==> src/rtl/rot_pkg.sv <==
// Shared types and constants for the rotating-key decode controller.
package rot_pkg;

  localparam int unsigned ROT_W = 3;

  typedef enum logic [2:0] {
    IDLE,
    READ,
    WAIT,
    WRITE,
    DONE
  } state_t;

endpackage

==> src/rtl/BarrelShifter.sv <==
// 8-bit rotate-right; an amount of 8..15 wraps modulo 8.
module BarrelShifter (
  input  logic [7:0] data_in,
  input  logic [3:0] rot_amt,
  output logic [7:0] data_out
);

  always_comb begin
    data_out = '0;
    for (int j = 0; j < 8; j++) begin
      data_out[j] = data_in[3'(j + int'(rot_amt))];
    end
  end

endmodule

==> src/rtl/rot_decode_ctrl.sv <==
// Reads msg_len bytes, rotates each right by a per-byte stepping amount and writes them back out.
module rot_decode_ctrl
  import rot_pkg::*;
#(
  parameter int unsigned ADDR_W = 8
) (
  input  logic              clk,
  input  logic              rst,
  input  logic              start,
  input  logic              abort,
  input  logic [ADDR_W-1:0] src_base,
  input  logic [ADDR_W-1:0] dst_base,
  input  logic [7:0]        msg_len,
  input  logic [3:0]        key,
  input  logic [2:0]        key_step,
  output logic              rd_en,
  output logic [ADDR_W-1:0] rd_addr,
  input  logic [7:0]        rd_data,
  output logic              wr_en,
  output logic [ADDR_W-1:0] wr_addr,
  output logic [7:0]        wr_data,
  output logic              busy,
  output logic              done
);

  state_t             state_q, state_d;
  logic [ADDR_W-1:0]  src_q, src_d;
  logic [ADDR_W-1:0]  dst_q, dst_d;
  logic [7:0]         len_q, len_d;
  logic [ROT_W-1:0]   step_q, step_d;
  logic [ROT_W-1:0]   rot_q, rot_d;
  logic [7:0]         idx_q, idx_d;
  logic [7:0]         wdata_q, wdata_d;
  logic [7:0]         shifted;
  logic               unused_key3;

  assign unused_key3 = key[3];

  BarrelShifter u_shift (
    .data_in  (rd_data),
    .rot_amt  ({1'b0, rot_q}),
    .data_out (shifted)
  );

  always_ff @(posedge clk or posedge rst) begin
    if (rst) begin
      state_q <= IDLE;
      src_q   <= '0;
      dst_q   <= '0;
      len_q   <= '0;
      step_q  <= '0;
      rot_q   <= '0;
      idx_q   <= '0;
      wdata_q <= '0;
    end else begin
      state_q <= state_d;
      src_q   <= src_d;
      dst_q   <= dst_d;
      len_q   <= len_d;
      step_q  <= step_d;
      rot_q   <= rot_d;
      idx_q   <= idx_d;
      wdata_q <= wdata_d;
    end
  end

  always_comb begin
    state_d = state_q;
    src_d   = src_q;
    dst_d   = dst_q;
    len_d   = len_q;
    step_d  = step_q;
    rot_d   = rot_q;
    idx_d   = idx_q;
    wdata_d = wdata_q;
    unique case (state_q)
      IDLE: begin
        if (start && !abort) begin
          src_d   = src_base;
          dst_d   = dst_base;
          len_d   = msg_len;
          step_d  = key_step;
          rot_d   = key[ROT_W-1:0];
          idx_d   = '0;
          state_d = (msg_len != 8'd0) ? READ : DONE;
        end
      end
      READ:  state_d = WAIT;
      WAIT: begin
        wdata_d = shifted;
        state_d = WRITE;
      end
      WRITE: begin
        rot_d = rot_q + step_q;
        // Index holds on the last byte so len=255 never wraps it.
        if (idx_q == len_q - 8'd1) begin
          state_d = DONE;
        end else begin
          idx_d   = idx_q + 8'd1;
          state_d = READ;
        end
      end
      DONE:    state_d = IDLE;
      default: state_d = IDLE;
    endcase
    if (abort && (state_q != IDLE)) begin
      state_d = IDLE;
    end
  end

  assign rd_en   = (state_q == READ);
  assign wr_en   = (state_q == WRITE);
  assign done    = (state_q == DONE);
  assign busy    = (state_q != IDLE);
  assign rd_addr = src_q + ADDR_W'(idx_q);
  assign wr_addr = dst_q + ADDR_W'(idx_q);
  assign wr_data = wdata_q;

endmodule

==> config.mk <==
export PLATFORM = sky130hd
export DESIGN_NAME = rot_decode_ctrl
export DESIGN_NICKNAME = d
export VERILOG_FILES = /design/src/rtl/rot_pkg.sv /design/src/rtl/BarrelShifter.sv /design/src/rtl/rot_decode_ctrl.sv
export SDC_FILE = /design/constraint.sdc
export NUM_CORES = 1
export LEC_CHECK = 0
export CAP_MARGIN = 20
export CORE_MARGIN = 4
export CORE_UTILIZATION = 31
export CTS_CLUSTER_DIAMETER = 100
export DETAILED_ROUTE_END_ITERATION = 8
export GPL_TIMING_DRIVEN = 1
export HOLD_SLACK_MARGIN = 0.03
export PLACE_DENSITY = 0.59
export RECOVER_POWER = 50
export SYNTH_ARGS = -nofsm -noshare
export SYNTH_HDL_FRONTEND = slang
export SYNTH_SLANG_ARGS = --single-unit
==> constraint.sdc <==
create_clock -name clk -period 2.9 [get_ports clk]
set_input_delay 0.87 -clock clk [delete_from_list [all_inputs] [get_ports clk]]
set_output_delay 0.87 -clock clk [all_outputs]
set_load 0.1 [all_outputs]
After elaboration in Yosys (flattened, before gate mapping)
Cells that the tools add are included.
{"block": "word_totals", "ff_bits": 49, "inputBits": 43, "out_inout_bits": 28, "word_cells": 80}
{"block": "classes", "n_addsub": 12, "order_cmp": 8, "eq_ne": 8, "muxes": 34, "reduce_logical": 10}
{"operator": "$lt 3x5->1 const B", "n": 8}
{"operator": "$bmux 1 s3", "n": 8}
{"operator": "$add 8x8->8", "n": 2}
{"operator": "$mux 1", "n": 16}
{"operator": "$mux 8", "n": 2}
{"operator": "$pmux 8 s2", "n": 1}
{"operator": "$mux 3", "n": 5}
{"operator": "$add 3x3->3 const A", "n": 4}
{"operator": "$pmux 3 s4", "n": 1}
{"operator": "$add 8x1->8 const B", "n": 1}
{"operator": "$eq 8x8->1", "n": 1}
{"operator": "$reduce_bool 8->1", "n": 1}
{"operator": "$sub 8x1->8 const B", "n": 1}
{"operator": "$add 2x3->3 const A", "n": 2}
{"operator": "$eq 3x2->1 const B", "n": 2}
{"operator": "$pmux 3 s2", "n": 1}
{"operator": "$ne 2x2->1 const B", "n": 2}
{"operator": "$reduce_and 2->1", "n": 2}
{"operator": "$add 1x3->3 const A", "n": 1}
{"operator": "$add 3x3->3", "n": 1}
{"operator": "$eq 3x1->1 const B", "n": 1}
{"operator": "$eq 3x3->1 const B", "n": 1}
{"operator": "$logic_not 3->1", "n": 1}
{"operator": "$ne 3x3->1 const B", "n": 1}
{"operator": "5 further kinds", "n": 6}

Depth between registers and ports, before layout
{"block": "depth", "word_depth": 5, "mapped_depth": 9, "ltp_nobuf": 9}

Cells and area by module
From an unflattened synthesis, not the netlist that was laid out.
{"block": "unflattened", "cells_unflattened": 358, "hier_area_um2": 3385.7}
{"mod": "rot_decode_ctrl", "n_inst": 1, "cells_per_inst": 313, "area_each_um2": 2899.0}
{"mod": "BarrelShifter", "n_inst": 1, "cells_per_inst": 45, "area_each_um2": 486.7}

Worst setup path before layout
OpenSTA, ideal clock, no wires.
{"block": "synth_path", "path_type": "flip-flop to output port", "from": "reg idx_q[0]", "to": "out rd_addr[6]", "arrival_time_ps": 3064, "required_ps": 2030, "setup_slack_ps": -1034, "path_stages_with_launch": 10, "path_buffers": 0, "cell_sequence": "dfrtp_1 -> ha_1 -> inv_1 -> fa_1 -> nor2b_1 -> o21ai_0 -> nand2b_1 -> a21o_1 -> a21oi_1 -> xnor2_1"}
{"block": "synth_between", "elab_chain_len": 1}
{"element": "start: declaration", "line_no": "rot_decode_ctrl.sv:32", "text": "logic [7:0] idx_q, idx_d;"}
{"element": "start signal: assignment", "line_no": "rot_decode_ctrl.sv:62", "text": "idx_q <= idx_d;"}
{"element": "$add 8x8->8", "line_no": "rot_decode_ctrl.sv:115", "text": "assign rd_addr = src_q + ADDR_W'(idx_q);"}
{"element": "end: declaration", "line_no": "rot_decode_ctrl.sv:17", "text": "output logic [ADDR_W-1:0] rd_addr,"}
No other way between the ends.

Final worst setup path
{"block": "layout_path", "from": "reg idx_q[1]", "to": "out rd_addr[7]"}
Same word-level chain as after synthesis.

==> summary.txt <==
Floorplan
  • Initial core utilization: 0.3169
  • Row count: 37
  • Die height: 110.5 µm
  • Horiz. Die Dim: 110.5 µm
  • Core Region: 10280 µm²
  • I/O pin count: 71
  • Die area: 12210 µm²

STA
  • Skew final: 0.01136 ns
  • Setup TNS: -1.528 ns
  • Crit share post-route: 1.120
  • Slew at the pin with the worst max-slew slack: 1.172 ns
  • Fin crit period: 3.247 ns
  • Final hold vios: 0
  • Setup ws final: -0.3469 ns
  • Final hold slack: 0.4932 ns
  • # setup viols final: 8
  • Final Max Slew Viols: 0
  • Unrepaired setup endpoints after global routing: yes
  • Max_slew headroom: 0.2217
  • Max Freq: 308.0 MHz

Synthesis
  • Post-synth top cells: nand2_1 (84), dfrtp_1 (49), nor2_1 (22)
  • Cell Area, Synth: 3257 µm²
  • Net Count, Synth: 418
  • Register area share after synthesis: 0.3765
  • Main flop type after synthesis: dfrtp_1
  • Synth Area in Adders: 0.09143
  • Largest family of logic cells by synthesized area: simple AND/OR/NAND/NOR gates
  • Top cell type's share of synthesized area: 0.3765
  • Count leader, synth: nand2_1
  • Syn_area_per_cell: 9.226 µm²
  • Seq cells post-synth: 49
  • Simple-gate share of the synthesized area: 0.2236
  • EDFF count, synth: 0
  • Post-synthesis mux area share: 0.07069
  • Syn. warnings: 0
  • Compound-Gate Fraction of Synth Area: 0.1106
  • Top cell type by total area after synthesis: dfrtp_1
  • Top post-synthesis cells by area: dfrtp_1 (38%), nand2_1 (9.7%), ha_1 (7.3%)
  • Ys async rst share: 1.000
  • Synth Area in XOR/XNOR: 0.07760
  • Synth unique cells: 49
  • Mapped Cells: 353

Routing
  • Post-DR wirelength/cell: 13.91 µm
  • Via/cell ratio: 4.793
  • DRC: 0
  • Drt first pass iters: 4
  • Antenna Nets Post-Route: 0
  • Vias: 2785
  • Total length of routed wires: 8080 µm
  • Iteration-0 DRC Markers: 117

Critical path
  • Crit Path Category: reg -> out
  • Critical path endpoint category: output port
  • Buffers and inverters on the worst path: 2
  • Worst Path Max Fanout: 4
  • Critical Path Max Stage Delay: 0.43 ns
  • Critical path startpoint category: register
  • Top delay family on crit path: compound AO/OA/AOI/OAI gates
  • Reg2Reg Depth: 9
  • Crit. path cell count: 9
  • CP cell instances: ha_1, a21o_1, a21oi_2, nor2b_1, o21a_2, o41ai_2, buf_4, xnor2_4, buf_12
  • WP data arrival: 2.38 ns
  • Crit-path slowest cell: dfrtp_1
  • CP required: 2.03 ns

Global routing
  • Met1 Use GR: 0.1800
  • GRT met3 Usage: 0.01918
  • Antenna violations before repair: 0
  • Global route hottest layer: met2
  • First-pass GRT wire length: 13850 µm
  • Congestion Overflow GR: 0
  • Vias in the first global route: 2842
  • Met2 Resource Use GR: 0.2273
  • Largest net degree at the start of global routing: 27
  • GRT Resource Usage Total: 0.1345

Cells and area
  • Antenna diode count: 0
  • # fillers: 1002
  • Layout cells sized above 1: 0.2337
  • Synth-to-layout area growth: 44.53%
  • Register Area: 1226 µm²
  • Final Util: 0.4580
  • Area of the multi-input gates: 2130 µm²
  • Nets: 509

Clock network
  • # H-tree levels: 2
  • Max clock buf depth: 2
  • Clk root buf: clkbuf_8
  • CTS tree: yes
  • Clk sinks: 49
  • Worst skew pair latency: 0.31 ns
  • Reg clk slew, reported paths: 0.09 ns
  • CTS Buf Count: 5

Placed design
  • Routability Congestion: 0.7995
  • Pre-CTS setup slack: -0.07561 ns
  • Port bufs: 69
  • Final HPWL from detailed placement: 6113 µm

Run
  • Max cap viols: 0

Power
  • Leak: 2.193 nW
  • PD cells: 848.3 nW/µm²
  • Pwr Total: 3.993 mW
  • VDD IR-drop max: 0.0003625 V

Outcome
  • Status: finished, violations left
  • Failing checks: setup timing

Hold path
  • Worst hold path cell count: 2
  • Hold Crit Class: reg -> reg
## repair_timing
action	4_1_cts	5_1_grt
pin swaps	9	7
resized for setup	21	6
setup buffers	4	4
setup endpoints to repair	8	9
hold buffers	0	0
## routing by layer
metal	vias up	wire (µm)
li1	1391	-
met4	0	114
met3	8	268
met1	1334	3638
met5	-	0
met2	52	4058
## tightest hold or removal path: cells and delay by family, from the launching register on
kind,cells,cell delay [ns]
DFF,1,0.36
and+or+nand+nor,2,0.10
## power by group
group | internal, mW | switching, mW | leakage, nW
Sequential | 0.853 | 0.164 | 0.610
Combinational | 0.841 | 1.61 | 1.52
Clock | 0.282 | 0.238 | 0.0585
## through the flow
step	std cells	cell area, µm²
after global routing	581	4707
final	581	4707
after floorplan	353	3392
after global placement	568	4472
after detailed placement	568	4472
after CTS	580	4720
## cell families after synthesis
logic type               Yosys count
AO/OA/AOI/OAI                     56
XOR/XNOR                          28
adder cells (fa/ha/maj)           22
buffers and inverters             32
flip-flops                        49
multiplexers                      13
AND/OR/NAND/NOR                  153
## final timing paths
kind	startpoint	endpoint	slack [ns]
max	idx_q[1]	rd_addr[7]	-0.35
min	dst_q[2]	dst_q[2]	0.49
max reg2reg	len_q[0]	idx_q[6]	0.68
min reg2reg	dst_q[2]	dst_q[2]	0.49
max in group asynchronous	rst	src_q[4]	0.48
min in group asynchronous	rst	wr_data[2]	1.23
## area by class of cell
type | count | area share
Clock inverter | 1 | 0.006380
Sequential cell | 49 | 0.2605
Timing Repair Buffer | 97 | 0.2111
Tap cell | 136 | 0.03615
Multi-Input combinational cell | 272 | 0.4524
Inverter | 19 | 0.01515
Clock buffer | 7 | 0.01834
## sequential cells by signal, summed over array words and instances, names as in the netlist
name,flops
len_q,8
step_q,3
idx_q,8
rot_q,3
src_q,8
state_q,3
wr_data,8
dst_q,8
## layout by cell type (no fill, tap or decap), types with 4 or more instances in the layout
cell	n
nand2_1	84
dfrtp_1	49
clkdlybuf4s50_1	38
buf_4	30
nor2_1	20
ha_1	17
inv_1	15
buf_12	15
o21ai_0	13
a21oi_1	12
xor2_1	11
clkbuf_1	9
mux4_2	8
nand2b_1	7
nor3_1	6
xnor2_4	6
clkbuf_8	6
mux2i_1	5
xnor2_2	5
inv_2	4
a31oi_1	4
nand3_1	4
xnor2_1	4
a21o_1	4
nor2b_1	4
or4_1	4
Power figures use the tool's default switching activity.
